===== src/rtl/id_ex_stage_reg.sv =====
// rtl/id_ex_stage_reg.sv - ID/EX pipeline register with load-use hazard detection
//
// Purpose:
//   Captures the ID-stage decode outputs and presents them to EX. Detects
//   load-use hazards against the instruction currently held in EX. On a
//   hazard it stalls IF/ID and inserts a bubble. It also applies EX flushes
//   and downstream back-pressure, and counts inserted bubbles with a
//   saturating counter.
//
// Ports:
//   i_clk, i_reset          clock (rising edge), async active-high reset
//   i_valid                 ID holds a valid instruction
//   i_opcode .. i_imm       decoded instruction fields
//   i_signal_control_mult_A/B, i_mem_read
//                           EX operand-mux selects and load flag
//   i_flush                 EX redirect: kill the instruction being captured
//   i_ex_ready              EX accepts a new instruction this cycle
//   o_*                     registered copies presented to EX
//   o_stall_id              combinational: hold PC and IF/ID this cycle
//   o_bubble_cnt            saturating count of inserted bubbles

module id_ex_stage_reg #(
   parameter int NB_OPCODE = 6,
   parameter int NB_REG    = 5,
   parameter int NB_DATA   = 32,
   parameter int NB_IMM    = 16,
   parameter int NB_CNT    = 16
) (
   input  logic                 i_clk,
   input  logic                 i_reset,
   input  logic                 i_valid,
   input  logic [NB_OPCODE-1:0] i_opcode,
   input  logic [NB_REG-1:0]    i_rs,
   input  logic [NB_REG-1:0]    i_rt,
   input  logic [NB_REG-1:0]    i_rd,
   input  logic [NB_DATA-1:0]   i_data_a,
   input  logic [NB_DATA-1:0]   i_data_b,
   input  logic [NB_IMM-1:0]    i_imm,
   input  logic                 i_signal_control_mult_A,
   input  logic                 i_signal_control_mult_B,
   input  logic                 i_mem_read,
   input  logic                 i_flush,
   input  logic                 i_ex_ready,
   output logic                 o_valid,
   output logic [NB_OPCODE-1:0] o_opcode,
   output logic [NB_REG-1:0]    o_rs,
   output logic [NB_REG-1:0]    o_rt,
   output logic [NB_REG-1:0]    o_rd,
   output logic [NB_DATA-1:0]   o_data_a,
   output logic [NB_DATA-1:0]   o_data_b,
   output logic [NB_IMM-1:0]    o_imm,
   output logic                 o_signal_control_mult_A,
   output logic                 o_signal_control_mult_B,
   output logic                 o_mem_read,
   output logic                 o_stall_id,
   output logic [NB_CNT-1:0]    o_bubble_cnt
);

   localparam logic [NB_CNT-1:0] CNT_MAX = '1;
   localparam logic [NB_CNT-1:0] CNT_ONE = {{(NB_CNT-1){1'b0}}, 1'b1};

   logic                 valid_q,    valid_d;
   logic [NB_OPCODE-1:0] opcode_q,   opcode_d;
   logic [NB_REG-1:0]    rs_q,       rs_d;
   logic [NB_REG-1:0]    rt_q,       rt_d;
   logic [NB_REG-1:0]    rd_q,       rd_d;
   logic [NB_DATA-1:0]   data_a_q,   data_a_d;
   logic [NB_DATA-1:0]   data_b_q,   data_b_d;
   logic [NB_IMM-1:0]    imm_q,      imm_d;
   logic                 mult_a_q,   mult_a_d;
   logic                 mult_b_q,   mult_b_d;
   logic                 mem_read_q, mem_read_d;
   logic [NB_CNT-1:0]    cnt_q,      cnt_d;

   logic hz;
   logic rs_match;
   logic rt_match;

   // A load in EX conflicts with the instruction in ID when ID reads the
   // load's destination. rt only counts as a source when operand B selects
   // the register rather than the immediate. Register 0 is hardwired zero.
   always_comb begin
      rs_match = (rt_q == i_rs);
      rt_match = i_signal_control_mult_B & (rt_q == i_rt);
      hz       = valid_q & mem_read_q & i_valid & (rs_match | rt_match)
                 & (rt_q != '0);
   end

   assign o_stall_id = ~i_reset & (hz | ~i_ex_ready);

   always_comb begin
      valid_d    = valid_q;
      opcode_d   = opcode_q;
      rs_d       = rs_q;
      rt_d       = rt_q;
      rd_d       = rd_q;
      data_a_d   = data_a_q;
      data_b_d   = data_b_q;
      imm_d      = imm_q;
      mult_a_d   = mult_a_q;
      mult_b_d   = mult_b_q;
      mem_read_d = mem_read_q;
      cnt_d      = cnt_q;

      if (i_flush) begin
         // Killed slot: only the qualifiers matter, the payload is left as is.
         valid_d    = 1'b0;
         mem_read_d = 1'b0;
      end else if (!i_ex_ready) begin
         // Back-pressure: hold everything.
      end else if (hz) begin
         // Bubble. Clearing mem_read drops the hazard on the next cycle so
         // the dependent instruction is captured after exactly one bubble.
         valid_d    = 1'b0;
         mem_read_d = 1'b0;
         mult_a_d   = 1'b0;
         mult_b_d   = 1'b0;
         if (cnt_q != CNT_MAX) begin
            cnt_d = cnt_q + CNT_ONE;
         end
      end else begin
         valid_d    = i_valid;
         opcode_d   = i_opcode;
         rs_d       = i_rs;
         rt_d       = i_rt;
         rd_d       = i_rd;
         data_a_d   = i_data_a;
         data_b_d   = i_data_b;
         imm_d      = i_imm;
         mult_a_d   = i_signal_control_mult_A;
         mult_b_d   = i_signal_control_mult_B;
         mem_read_d = i_mem_read;
      end
   end

   always_ff @(posedge i_clk or posedge i_reset) begin
      if (i_reset) begin
         valid_q    <= 1'b0;
         opcode_q   <= '0;
         rs_q       <= '0;
         rt_q       <= '0;
         rd_q       <= '0;
         data_a_q   <= '0;
         data_b_q   <= '0;
         imm_q      <= '0;
         mult_a_q   <= 1'b0;
         mult_b_q   <= 1'b0;
         mem_read_q <= 1'b0;
         cnt_q      <= '0;
      end else begin
         valid_q    <= valid_d;
         opcode_q   <= opcode_d;
         rs_q       <= rs_d;
         rt_q       <= rt_d;
         rd_q       <= rd_d;
         data_a_q   <= data_a_d;
         data_b_q   <= data_b_d;
         imm_q      <= imm_d;
         mult_a_q   <= mult_a_d;
         mult_b_q   <= mult_b_d;
         mem_read_q <= mem_read_d;
         cnt_q      <= cnt_d;
      end
   end

   assign o_valid                 = valid_q;
   assign o_opcode                = opcode_q;
   assign o_rs                    = rs_q;
   assign o_rt                    = rt_q;
   assign o_rd                    = rd_q;
   assign o_data_a                = data_a_q;
   assign o_data_b                = data_b_q;
   assign o_imm                   = imm_q;
   assign o_signal_control_mult_A = mult_a_q;
   assign o_signal_control_mult_B = mult_b_q;
   assign o_mem_read              = mem_read_q;
   assign o_bubble_cnt            = cnt_q;

endmodule


===== config.mk =====
export PLATFORM = sky130hd
export DESIGN_NAME = id_ex_stage_reg
export DESIGN_NICKNAME = d
export VERILOG_FILES = /design/src/rtl/id_ex_stage_reg.sv
export SDC_FILE = /design/constraint.sdc
export NUM_CORES = 1
export LEC_CHECK = 0
export BUFFER_PORTS_ARGS = -buffer_cell sky130_fd_sc_hd__buf_2
export CAP_MARGIN = 20
export CORE_ASPECT_RATIO = 2
export CORE_UTILIZATION = 45
export CTS_BUF_LIST = sky130_fd_sc_hd__clkbuf_8 sky130_fd_sc_hd__clkbuf_16
export DETAILED_ROUTE_END_ITERATION = 16
export GPL_TIMING_DRIVEN = 0
export PLACE_DENSITY = 0.8
export SYNTH_ARGS = -nofsm -noshare
export SYNTH_HDL_FRONTEND = slang
export SYNTH_SLANG_ARGS = --single-unit

===== constraint.sdc =====
create_clock -name i_clk -period 4.68 [get_ports i_clk]
set_clock_uncertainty 0.15 [all_clocks]
set_input_delay 0 -clock i_clk [delete_from_list [all_inputs] [get_ports i_clk]]
set_output_delay 0 -clock i_clk [all_outputs]
set_load 0.01 [all_outputs]

==> results by group <==
Outcome
  – Status: completed

Clock tree
  – Root Buffer: clkbuf_16
  – Setup bufs post-CTS: 0
  – TritonCTS clock tree: yes
  – Clk Latency, worst-skew pair: 0.40 ns
  – Max clock buf depth: 2
  – H-tree levels: 4
  – Total CTS buffers: 17
  – Post-cts resize count: 0
  – Hold-fix buffers, CTS: between 100 and 150
  – Clock transition at path regs: 0.06 ns
  – Clock sink count: about 120

Logic synthesis
  – Post-synth EDFFs: 0
  – Top FF cell, synth: dfrtp_1
  – Post-Syn Area per Cell: ~15 sq um
  – Area contributors post-synth: dfrtp_1 61%, mux2_1 23%, xnor2_1 2.8%
  – Syn nets: 440
  – Asr flop ratio synth: 100.0%
  – Post-Syn Instances: 330
  – Ys Warns: 0
  – Synth cell types: 33
  – Yosys reg bits: 121
  – Largest area contributor in the synthesized netlist: dfrtp_1
  – Post-Syn Area: between 0.004 and 0.005 sq mm
  – Synth top area share: 61.13%
  – Most common library cells after synthesis: 121 x dfrtp_1, 101 x mux2_1, 16 x xnor2_1
  – Register area share after synthesis: 61.13%
  – Most common cell in the netlist: dfrtp_1

STA
  – Worst-margin pin slew: 0.7185 ns
  – Fin crit share: around 65%
  – Setup violations, final: 0
  – Max_slew headroom: 52.10%
  – Achievable frequency: 329.7 MHz
  – RSZ-0062 raised after global routing: no
  – Final hold vios: 0
  – Minimum clock period: 3.033 ns
  – Max-slew violations: 0
  – Setup_tns: 0 ns

Die
  – Die Ht: 150.4 um
  – IO Pins: about 230
  – CORE AREA: between 0.01 and 0.015 sq mm
  – Num rows: 53
  – Die area: 0.01146 sq mm
  – Initial Util: a little under half
  – Die W: about 76 um

Worst setup path
  – Setup crit end kind: flop
  – Worst EP required: approximately 4.8 ns
  – Worst Setup Path Type: reg -> reg
  – Crit-path leading delay family: compound AO/OA/AOI/OAI gates
  – Buf/Inv on CP: 1
  – Cell Chain, Critical Path: xnor2_1 -> nand4_1 -> o22ai_1 -> nand2_1 -> a32o_1 -> dlygate4sd3_1
  – Worst-path fanout max: 6
  – Worst path slowest cell: dlygate4sd3_1
  – CP max stage delay: ~0.58 ns
  – WP data arrival: ~3.2 ns
  – Worst reg2reg setup slack: ~1.6 ns
  – CP startpoint kind: flop

Global routing
  – Total track usage: about 29%
  – Global-route wire length before repair: roughly 25000 um
  – Vias in the first global route: 4962
  – Initial antenna violation count: 0
  – Pin count of the biggest net entering global routing: 65
  – Total congestion overflow: 0

Routing
  – DRT iter0 DRCs: 178
  – First-pass DRT Iterations: 5
  – Routed length per instance: approximately 19 um
  – Drc violations: 0
  – DRT antenna net count: 0
  – Vias per cell: just over 5
  – Via count: 4372
  – Final wirelength: between 15000 and 20000 um

Pwr
  – Pwr dens: 384.9 mW/mm^2
  – Leakage: 3.839 nW
  – Max VDD drop: between 0.2 and 0.3 mV
  – Total Power: 3.082 mW
  – Cell-internal power: 2.251 mW
  – Comb power frac: about 18%
  – Reg power frac: 40.9%
  – Sw frac: 26.95%
  – Clk pwr share: between 40% and 50%
  – NetSw: about 0.83 mW

Placed design
  – Cells after DPL: between 600 and 700
  – Gpl congestion: 0.8582
  – Port buffer count: 230
  – DP Wirelength: ~9600 um

Cells and area
  – Layout cell share with drive strength beyond 1: slightly below 40%
  – Final instance count without filler cells: 842
  – ANT cells: 0
  – Fin util: between 70 and 80%
  – Area Growth Syn to Fin: 61.63%
  – Final net count: 802

Min path
  – Worst hold path class: in -> reg

Flow run
  – Total of max-cap violations: 0
[worst paths after layout]
check                        startpoint          endpoint  depth (start not counted)
setup / recovery                o_rt[0]           o_valid                          6
hold / removal                  i_flush  o_bubble_cnt[12]                          6
setup reg to reg                o_rt[0]           o_valid                          6
hold reg to reg            o_data_a[25]      o_data_a[25]                          1
max in group asynchronous       i_reset          o_imm[1]                          4
min in group asynchronous       i_reset   o_bubble_cnt[1]                          3
[tightest hold or removal path, delay by kind of cell]
family | cells | cell delay (ns)
simple gates | 3 | 0.23
buf+inv | 2 | 0.28
xor+xnor | 1 | 0.13
[placed cells by master (no fill, tap or decap), drive strengths merged]
master       count
nand3            5
nand2           14
a21oi            2
clkinvlp         6
bufinv           2
nor2b            1
o2111a           1
dlygate4sd3    112
mux2           102
xor2             9
dfrtp          121
o22a             1
nor4b            1
and3             2
inv              7
o22ai            1
nor3             8
or3              1
buf            242
clkinv           4
nor4             6
ha               1
nor2             4
o2111ai          1
nand4b           2
nand2b           1
clkbuf          19
o21ai            2
a32o             2
xnor2           16
nand4            7
or4              2
[flip-flops by register name, indices dropped and copies added, names as in the netlist, 5 cells and up]
register,count
o_rd,5
o_imm,16
o_data_b,32
o_bubble_cnt,16
o_data_a,32
o_rt,5
o_rs,5
o_opcode,6
[metal layers]
metal	part of all wire [%]	track usage, %	up-vias
met5	0	0	-
met4	5.9	18.65	0
met3	5.3	6.364	66
met2	56	54.73	235
met1	33	27.82	2152
li1	-	-	1919
[cell type report]
class                      instances  area, sq um
buffer                            13        158.9
clock buffer                      17        425.4
clock inverter                    15        153.9
fill                             649         2604
inverter                           4        17.52
multi-input combinational        192         1752
sequential                       121         3028
tap                              137        171.4
timing repair buffer             343         2300
[power by group through the flow]
stage | Combinational (mW) | Clock (mW) | Sequential (mW)
2_1_floorplan | 0.163 | 0 | 1.33
3_3_place_gp | 0.452 | 0 | 1.26
3_5_place_dp | 0.471 | 0 | 1.27
4_1_cts | 0.548 | 1.27 | 1.25
5_1_grt | 0.596 | 1.33 | 1.27
6_report | 0.564 | 1.26 | 1.26
[stage by stage]
stage               hold WS (ns)  area [sq um]  worst slack [ns]
finish                    0.1406          8006             1.647
global placement         0.06702          6276            0.1771
CTS                      0.09294          8006             1.774
floorplan                -0.1059          4954             1.316
detailed placement       0.04040          6306             2.066
global route              0.1622          8006             1.647
[kinds of logic after synthesis]
logic type	after synthesis	share of synthesized area [%]
AO/OA/AOI/OAI	10	1.617
XOR/XNOR	25	4.420
adder cells (fa/ha/maj)	1	0.2525
buffers and inverters	17	3.511
flip-flops	121	61.13
multiplexers	102	23.19
AND/OR/NAND/NOR	54	5.885
No activity file was read; power rests on OpenSTA's default activity.
